--- src/rtl/spi_io_pkg.sv ---
`default_nettype none
// ============================================================================
// spi_io_pkg : shared constants, parameter limits and helpers for spi_io_retimer
// Revision   : 1.0
// ============================================================================
package spi_io_pkg;

  localparam int GUARD_CNT_W      = 3;
  localparam int SS_WIDTH_MAX     = 32;
  localparam int OUT_STAGES_MIN   = 1;
  localparam int OUT_STAGES_MAX   = 4;
  localparam int IN_STAGES_MIN    = 1;
  localparam int IN_STAGES_MAX    = 3;
  localparam int GUARD_CYCLES_MAX = 7;

  function automatic bit lanes_ok(input int lanes);
    return (lanes == 1) || (lanes == 2) || (lanes == 4);
  endfunction

  // All-ones mask of the requested width: every chip select deselected.
  function automatic logic [SS_WIDTH_MAX-1:0] ss_reset_value(input int width);
    logic [SS_WIDTH_MAX-1:0] v;
    v = '0;
    for (int i = 0; i < SS_WIDTH_MAX; i++) begin
      if (i < width) v[i] = 1'b1;
    end
    return v;
  endfunction

endpackage
`default_nettype wire

--- src/rtl/spi_io_lane_guard.sv ---
`default_nettype none
// ============================================================================
// spi_io_lane_guard : per-lane bus-turnaround guard counter and pad OE gating
// Revision          : 1.0
// ============================================================================
module spi_io_lane_guard
  import spi_io_pkg::*;
#(
  parameter int GUARD_CYCLES = 1
) (
  input  logic clk_i,
  input  logic rst_i,
  input  logic oe_pre_i,
  input  logic oe_q_i,
  input  logic lb_q_i,
  output logic guard_active_o,
  output logic pad_oe_o
);

  localparam logic [GUARD_CNT_W-1:0] GUARD_LOAD = GUARD_CNT_W'(GUARD_CYCLES);

  logic [GUARD_CNT_W-1:0] cnt_q;
  logic [GUARD_CNT_W-1:0] cnt_d;

  // Load when an OE rise is about to reach the pad; a low OE aborts any guard.
  always_comb begin
    cnt_d = cnt_q;
    if (oe_pre_i && !oe_q_i) begin
      cnt_d = GUARD_LOAD;
    end else if (!oe_q_i) begin
      cnt_d = '0;
    end else if (cnt_q != '0) begin
      cnt_d = cnt_q - 1'b1;
    end
  end

  always_ff @(posedge clk_i) begin
    if (rst_i) cnt_q <= '0;
    else       cnt_q <= cnt_d;
  end

  assign guard_active_o = (cnt_q != '0);
  assign pad_oe_o       = oe_q_i & ~guard_active_o & ~lb_q_i;

endmodule
`default_nettype wire

--- src/rtl/spi_io_pipe.sv ---
`default_nettype none
// ============================================================================
// spi_io_pipe : generic STAGES-deep register pipe with a settable reset value
// Revision    : 1.0
// ============================================================================
module spi_io_pipe #(
  parameter int               WIDTH   = 1,
  parameter int               STAGES  = 1,
  parameter logic [WIDTH-1:0] RST_VAL = '0
) (
  input  logic             clk_i,
  input  logic             rst_i,
  input  logic [WIDTH-1:0] d_i,
  output logic [WIDTH-1:0] q_o
);

  logic [WIDTH-1:0] stage_q [STAGES];

  always_ff @(posedge clk_i) begin
    if (rst_i) begin
      for (int i = 0; i < STAGES; i++) stage_q[i] <= RST_VAL;
    end else begin
      stage_q[0] <= d_i;
      for (int i = 1; i < STAGES; i++) stage_q[i] <= stage_q[i-1];
    end
  end

  assign q_o = stage_q[STAGES-1];

endmodule
`default_nettype wire

--- src/rtl/spi_io_retimer.sv ---
`default_nettype none
// ============================================================================
// spi_io_retimer : pad-side SPI/QSPI retiming with turnaround guard and loopback
// Revision       : 1.0
// ============================================================================
module spi_io_retimer
  import spi_io_pkg::*;
#(
  parameter int LANES        = 4,
  parameter int SS_WIDTH     = 1,
  parameter int OUT_STAGES   = 1,
  parameter int IN_STAGES    = 1,
  parameter int GUARD_CYCLES = 1
) (
  input  logic                io_systemClk,
  input  logic                io_systemReset,
  input  logic                spi_sclk_write,
  input  logic [SS_WIDTH-1:0] spi_ss,
  input  logic [LANES-1:0]    spi_data_write,
  input  logic [LANES-1:0]    spi_data_writeEnable,
  output logic [LANES-1:0]    spi_data_read,
  input  logic                loopback_en,
  output logic                pad_sclk_write,
  output logic [SS_WIDTH-1:0] pad_ss,
  output logic [LANES-1:0]    pad_data_write,
  output logic [LANES-1:0]    pad_data_writeEnable,
  input  logic [LANES-1:0]    pad_data_read,
  output logic [LANES-1:0]    guard_active
);

  localparam bit PARAMS_OK =
      lanes_ok(LANES) &&
      (SS_WIDTH >= 1) && (SS_WIDTH <= SS_WIDTH_MAX) &&
      (OUT_STAGES >= OUT_STAGES_MIN) && (OUT_STAGES <= OUT_STAGES_MAX) &&
      (IN_STAGES >= IN_STAGES_MIN) && (IN_STAGES <= IN_STAGES_MAX) &&
      (GUARD_CYCLES >= 0) && (GUARD_CYCLES <= GUARD_CYCLES_MAX);

  localparam logic [SS_WIDTH-1:0] SS_RST = SS_WIDTH'(ss_reset_value(SS_WIDTH));

  generate
    if (!PARAMS_OK) begin : g_param_check
      $error("spi_io_retimer: parameter out of range");
    end
  endgenerate

  logic                sclk_q;
  logic [SS_WIDTH-1:0] ss_q;
  logic [LANES-1:0]    data_q;
  logic [LANES-1:0]    oe_pre;
  logic [LANES-1:0]    oe_q;
  logic [LANES-1:0]    in_src;
  logic                lb_q;

  always_ff @(posedge io_systemClk) begin
    if (io_systemReset) lb_q <= 1'b0;
    else                lb_q <= loopback_en;
  end

  spi_io_pipe #(.WIDTH(1), .STAGES(OUT_STAGES), .RST_VAL(1'b0)) u_sclk_pipe (
    .clk_i(io_systemClk), .rst_i(io_systemReset), .d_i(spi_sclk_write), .q_o(sclk_q)
  );

  spi_io_pipe #(.WIDTH(SS_WIDTH), .STAGES(OUT_STAGES), .RST_VAL(SS_RST)) u_ss_pipe (
    .clk_i(io_systemClk), .rst_i(io_systemReset), .d_i(spi_ss), .q_o(ss_q)
  );

  spi_io_pipe #(.WIDTH(LANES), .STAGES(OUT_STAGES), .RST_VAL('0)) u_data_pipe (
    .clk_i(io_systemClk), .rst_i(io_systemReset), .d_i(spi_data_write), .q_o(data_q)
  );

  // OE pipe is split so the guard can see the value entering the last stage.
  generate
    if (OUT_STAGES == 1) begin : g_oe_direct
      assign oe_pre = spi_data_writeEnable;
    end else begin : g_oe_front
      spi_io_pipe #(.WIDTH(LANES), .STAGES(OUT_STAGES-1), .RST_VAL('0)) u_oe_front (
        .clk_i(io_systemClk), .rst_i(io_systemReset), .d_i(spi_data_writeEnable), .q_o(oe_pre)
      );
    end
  endgenerate

  spi_io_pipe #(.WIDTH(LANES), .STAGES(1), .RST_VAL('0)) u_oe_last (
    .clk_i(io_systemClk), .rst_i(io_systemReset), .d_i(oe_pre), .q_o(oe_q)
  );

  generate
    for (genvar k = 0; k < LANES; k++) begin : g_lane
      spi_io_lane_guard #(.GUARD_CYCLES(GUARD_CYCLES)) u_guard (
        .clk_i          (io_systemClk),
        .rst_i          (io_systemReset),
        .oe_pre_i       (oe_pre[k]),
        .oe_q_i         (oe_q[k]),
        .lb_q_i         (lb_q),
        .guard_active_o (guard_active[k]),
        .pad_oe_o       (pad_data_writeEnable[k])
      );
    end
  endgenerate

  assign in_src = lb_q ? data_q : pad_data_read;

  spi_io_pipe #(.WIDTH(LANES), .STAGES(IN_STAGES), .RST_VAL('0)) u_in_pipe (
    .clk_i(io_systemClk), .rst_i(io_systemReset), .d_i(in_src), .q_o(spi_data_read)
  );

  assign pad_sclk_write = sclk_q & ~lb_q;
  assign pad_ss         = ss_q | {SS_WIDTH{lb_q}};
  assign pad_data_write = data_q;

endmodule
`default_nettype wire

--- config.mk ---
export PLATFORM = sky130hd
export DESIGN_NAME = spi_io_retimer
export DESIGN_NICKNAME = d
export VERILOG_FILES = /design/src/rtl/spi_io_pkg.sv /design/src/rtl/spi_io_lane_guard.sv /design/src/rtl/spi_io_pipe.sv /design/src/rtl/spi_io_retimer.sv
export SDC_FILE = /design/constraint.sdc
export NUM_CORES = 1
export LEC_CHECK = 0
export ABC_CLOCK_PERIOD_IN_PS = 1400
export CAP_MARGIN = 25
export CORE_ASPECT_RATIO = 2
export CORE_UTILIZATION = 35
export CTS_CLUSTER_DIAMETER = 120
export CTS_CLUSTER_SIZE = 20
export DETAILED_ROUTE_END_ITERATION = 8
export PLACE_DENSITY = 0.63
export SLEW_MARGIN = 20
export SYNTH_ARGS = -nofsm -noshare
export SYNTH_HDL_FRONTEND = slang
export SYNTH_SLANG_ARGS = --single-unit
--- constraint.sdc ---
create_clock -name io_systemClk -period 1.4 [get_ports io_systemClk]
set_input_delay 0.21 -clock io_systemClk [delete_from_list [all_inputs] [get_ports io_systemClk]]
set_output_delay 0.21 -clock io_systemClk [all_outputs]
set_load 0.03 [all_outputs]
Word-level counts from Yosys, hierarchy flattened
Memories as Yosys holds them, arrays and structs flattened.
Index checks and enable logic that the tools add are counted.
{"block": "word_totals", "reg_bits": 13, "ramBits": 14, "input_bits": 17, "out_inout_bits": 18, "mem_count": 5}
{"block": "op_classes", "n_addsub": 4, "eq_ne": 4, "mux": 26, "n_bitwise": 19, "n_reduce_logical": 21}
{"name": "u_data_pipe.stage_q", "depth": 1, "width": 4, "read_ports": 1, "rd_ports_with_merged_regs": 0, "wr": 1, "line": "spi_io_pipe.sv:17", "source": "logic [WIDTH-1:0] stage_q [STAGES];"}
{"name": "u_in_pipe.stage_q", "depth": 1, "width": 4, "read_ports": 1, "rd_ports_with_merged_regs": 0, "wr": 1, "line": "spi_io_pipe.sv:17"}
{"name": "u_oe_last.stage_q", "depth": 1, "width": 4, "read_ports": 1, "rd_ports_with_merged_regs": 0, "wr": 1, "line": "spi_io_pipe.sv:17"}
{"name": "u_sclk_pipe.stage_q", "depth": 1, "width": 1, "read_ports": 1, "rd_ports_with_merged_regs": 0, "wr": 1, "line": "spi_io_pipe.sv:17"}
{"name": "u_ss_pipe.stage_q", "depth": 1, "width": 1, "read_ports": 1, "rd_ports_with_merged_regs": 0, "wr": 1, "line": "spi_io_pipe.sv:17"}
{"op": "$mux 1", "n": 22}
{"op": "$mux 4", "n": 4}
{"op": "$ne 3x1->1 const B", "n": 4}
{"op": "$reduce_bool 3->1", "n": 4}
{"op": "$reduce_or 3->1", "n": 4}
{"op": "$reduce_or 4->1", "n": 3}
{"op": "$sub 3x1->3 const B", "n": 4}
{"op": "$and 1x1->1", "n": 9}
{"op": "$not 1->1", "n": 9}
{"op": "$logic_and 1x1->1", "n": 4}
{"op": "$logic_not 1->1", "n": 4}
{"op": "$reduce_or 1->1", "n": 2}
{"op": "$or 1x1->1", "n": 1}

Longest topological paths before layout
{"block": "depth", "word_depth": 4, "mapped_depth": 5}

Modules after synthesis
From an unflattened synthesis, not the netlist that was laid out.
{"block": "unflattened", "cells_unflattened": 112, "area_unflattened_um2": 1157.4}
{"mod": "spi_io_lane_guard", "n_inst": 4, "cells_each": 19, "area_per_inst_um2": 173.9, "seq_area_each_um2": 60.1}
{"mod": "spi_io_pipe at u_data_pipe ...", "n_inst": 3, "cells_each": 8, "area_per_inst_um2": 105.1, "seq_area_each_um2": 80.1}
{"mod": "spi_io_retimer", "n_inst": 1, "cells_each": 8, "area_per_inst_um2": 86.3, "seq_area_each_um2": 20.0}
{"mod": "spi_io_pipe at u_sclk_pipe", "n_inst": 1, "cells_each": 2, "area_per_inst_um2": 33.8, "seq_area_each_um2": 20.0}
{"mod": "spi_io_pipe at u_ss_pipe", "n_inst": 1, "cells_each": 2, "area_per_inst_um2": 26.3, "seq_area_each_um2": 20.0}

Worst setup path before layout
No wires, ideal clock.
{"block": "synth_path", "kind": "reg2reg", "start": "register g_lane[1].u_guard.cnt_q[0]", "end": "register g_lane[1].u_guard.cnt_q[0]", "t_arrival_ns": 1.090, "required_ns": 1.326, "setup_slack_ns": 0.236, "stages_incl_launch_ff": 6, "path_cell_list": "dfxtp_1 -> inv_1 -> ha_1 -> nand2b_4 -> or3_1 -> a31oi_1"}
{"item": "start, declared", "line": "spi_io_lane_guard.sv:22", "source": "logic [GUARD_CNT_W-1:0] cnt_q;"}
{"item": "start signal, assigned", "line": "spi_io_lane_guard.sv:39", "source": "else cnt_q <= cnt_d;"}
{"item": "$reduce_bool 3->1"}
{"item": "named net g_lane[1].u_guard.guard_active_o", "line": "spi_io_lane_guard.sv:16", "source": "output logic guard_active_o,"}
{"item": "$ne 3x1->1 (no source line)"}
The timed path passes the listed nets, and every way through them passes these cells. The select of a mux whose other input is x is not followed.
A chain may end at the register's enable or synchronous reset.

Worst setup path after layout
{"block": "layout_path", "start": "register g_lane[1].u_guard.cnt_q[1]", "end": "output pad_data_writeEnable[1]"}
{"block": "layout_between", "elab_chain_cells": 4}
{"item": "$reduce_bool 3->1", "line": "spi_io_lane_guard.sv:42", "source": "assign guard_active_o = (cnt_q != '0);"}
{"item": "$not 1->1", "line": "spi_io_lane_guard.sv:43", "source": "assign pad_oe_o = oe_q_i & ~guard_active_o & ~lb_q_i;"}
{"item": "$and 1x1->1 (2 in series)", "line": "spi_io_lane_guard.sv:43"}
{"item": "end, declared", "line": "spi_io_retimer.sv:26", "source": "output logic [LANES-1:0] pad_data_writeEnable,"}
Every way passes these cells.

==> run_results.csv <==
group,metric,value,unit
status,status,"finished, violations left",
status,violations,"DRC, setup timing",
cells_and_area,seq_area,547,um2
placed_design,post-place-ws,0.119,ns
global_routing,grt_usage,0.141,
floorplanning,core,3230,um2
floorplanning,std_cell_rows,29,
cts,cts_buffers,3,
synth,synthTopCellsByCount,"27 x dfxtp_1, 13 x inv_1, 11 x nor2_1",
job,drv_cap,0,
synth,async_reset_ff_frac,0,
global_routing,overflow,0,
synth,synth-main-ff-cell,"dfxtp_1",
synth,synthCells,125,
worst_setup_path,crit_slowest_cell,"dfxtp_2",
cells_and_area,final_area,1760,um2
sta,finalHoldViolCount,0,
worst_setup_path,worstSetupStartpointType,"register",
cells_and_area,multi_input_area,619,um2
drt,vias_per_cell,4.81,
drt,ant_nets,0,
synth,synth_area_leaders,"dfxtp_1 45%, ha_1 8.3%, mux2i_1 5.8%",
placed_design,port_buffers,34,
sta,min_period,1.42,ns
sta,finalSetupViolCount,1,
placed_design,dpl.hpwl,1670,um
synth,ys_ff_latch,27,
hold_path,hold_path_class,"in -> reg",
sta,fin_ws,-0.0249,ns
worst_setup_path,crit_chain,"inv_2, ha_4, nand2b_4, nor3_2, buf_4",
cts,clk_pin_slew,0.09,ns
floorplanning,die_area,3690,um2
floorplanning,start_util,0.372,
sta,slew_violations,0,
worst_setup_path,required,1.19,ns
placed_design,postPlaceCellArea,1500,um2
placed_design,gp_congestion,0.633,
cts,htreeDepth,1,
cts,cts_tree,"done",
cts,clk_latency,0.27,ns
drt,drt_first_pass_iters,6,
sta,clock.fmax,0.702,GHz
synth,synth_seq_area_share,0.450,
cts,clockBufferDepth,2,
synth,syn_area,1200,um2
floorplanning,pin_count,35,
global_routing,grt_pass1_wl,3940,um
worst_setup_path,critical-path-max-stage-delay,0.33,ns
synth,synth_edf_count,0,
synth,avgSynthCellArea,9.62,um2
sta,slew_headroom,0.786,
cts,root_buffer,"clkbuf_8",
cells_and_area,drive_gt1_frac,0.331,
cells_and_area,fillers,310,
worst_setup_path,crit_buf_inv,2,
global_routing,antenna_found_initial,0,
worst_setup_path,path_max_fanout,4,
global_routing,grt_pass1_vias,927,
sta,finalClockSkew,0.00519,ns
cells_and_area,n_antenna_cell,0,
drt,wl_per_cell,12.4,um
power_and_ir_drop,power_density,959,nW/um2
power_and_ir_drop,peakVddDrop,0.000690,V
synth,synthesis.nets,150,
worst_setup_path,crit_family,"flip-flops",
cts,hold_buffers,0,
power_and_ir_drop,p_leak,0.755,nW
sta,tightestPinTransition,0.320,ns
floorplanning,die_h,84.9,um
cells_and_area,final_nets,192,
floorplanning,die_w,43.4,um
worst_setup_path,cp-end-kind,"output pin",
synth,yosys_warnings,0,
drt,vias,948,
cells_and_area,area_delta_synth_final,46.1,%
global_routing,grt_max_degree,16,
sta,rsz0062_at_grt,"true",
synth,synth_top_area_frac,0.450,
cts,clock_sinks,27,
worst_setup_path,critPathKind,"reg -> out",
drt,drtIter0Drc,18,
synth,synth_top_area_cell,"dfxtp_1",
synth,yosysMostFrequentCell,"dfxtp_1",
synth,yosysUniqueCellTypes,22,
worst_setup_path,cp.arrival,1.21,ns
drt,drc_errors,2,
sta,min_period_over_period,1.02,
drt,finalWirelength,2430,um
## power by group
part           internal [mW]  switching [mW]
logic                  0.214           0.216
registers              0.807          0.0168
clock network          0.204           0.228
total                   1.22           0.460
## routing by layer
| metal | routed length [um] | GRT usage |
|---|---|---|
| met4 | 55 | 0.0767 |
| met3 | 86 | 0.0213 |
| met1 | 943 | 0.155 |
| met2 | 1350 | 0.249 |
| met5 | 0 | 0 |
## path summary, 6_finish.rpt
kind	cells past startpoint	slack [ns]	to	from
setup reg to reg	6	0.17	g_lane[1].u_guard.cnt_q[1]$_SDFFE_PP0P_	g_lane[1].u_guard.cnt_q[1]$_SDFFE_PP0P_
hold / removal	2	0.49	u_data_pipe.stage_q[0][0]$_SDFF_PP0_	spi_data_write[0]
setup / recovery	5	-0.02	pad_data_writeEnable[1]	g_lane[1].u_guard.cnt_q[1]$_SDFFE_PP0P_
hold reg to reg	2	0.51	u_in_pipe.stage_q[0][1]$_SDFF_PP0_	u_data_pipe.stage_q[0][1]$_SDFF_PP0_
## through the flow
| step | util | setup TNS [ns] | hold slack (ns) | power [mW] | instances |
|---|---|---|---|---|---|
| CTS | 0.506 | -0.0516 | 0.489 | 1.65 | 187 |
| detailed placement | 0.465 | 0 | 0.490 | 1.19 | 181 |
| finish | 0.544 | -0.0249 | 0.492 | 1.68 | 197 |
| floorplan | - | 0 | 0.317 | 1.08 | 125 |
| global placement | 0.465 | 0 | 0.471 | 1.18 | 181 |
| global route | 0.544 | -0.321 | 0.493 | 1.78 | 197 |
## placed cells by master (no fill, tap or decap), types with 5 or more instances in the layout
cell type and count:
dfxtp_1 22, buf_4 18, inv_1 5, dfxtp_2 5, nor2_1 11, inv_2 8, dlygate4sd2_1 9, nor2b_1 8
clkdlybuf4s50_1 16, mux2i_1 7
## state kept, by name (all words and copies together), names as in the netlist
name / cells
g_lane.u_guard.cnt_q: 12
u_data_pipe.stage_q: 4
u_in_pipe.stage_q: 4
u_oe_last.stage_q: 4
lb_q: 1
u_sclk_pipe.stage_q: 1
u_ss_pipe.stage_q: 1
## area by class of cell
class	instances	share of cell area
Clock buffer	4	0.0256
Inverter	13	0.0278
Multi-Input combinational cell	73	0.353
Sequential cell	27	0.311
Tap cell	31	0.0221
Timing Repair Buffer	49	0.261
## kinds of logic after synthesis
kind of cell               after synthesis  share of synthesized area
buffers and inverters                   25                      0.106
AOI/OAI and AO/OA                        9                     0.0624
DFF                                     27                      0.450
muxes                                    7                     0.0583
and+or+nand+nor                         49                      0.240
adders and majority gates                8                     0.0832
## repair_timing
item                                    4_1_cts  5_1_grt
buffers inserted                              2       10
pin swaps                                     4        0
resized for setup                            34       10
endpoints found under the setup margin       17        5
No activity file was read; power rests on OpenSTA's default activity.
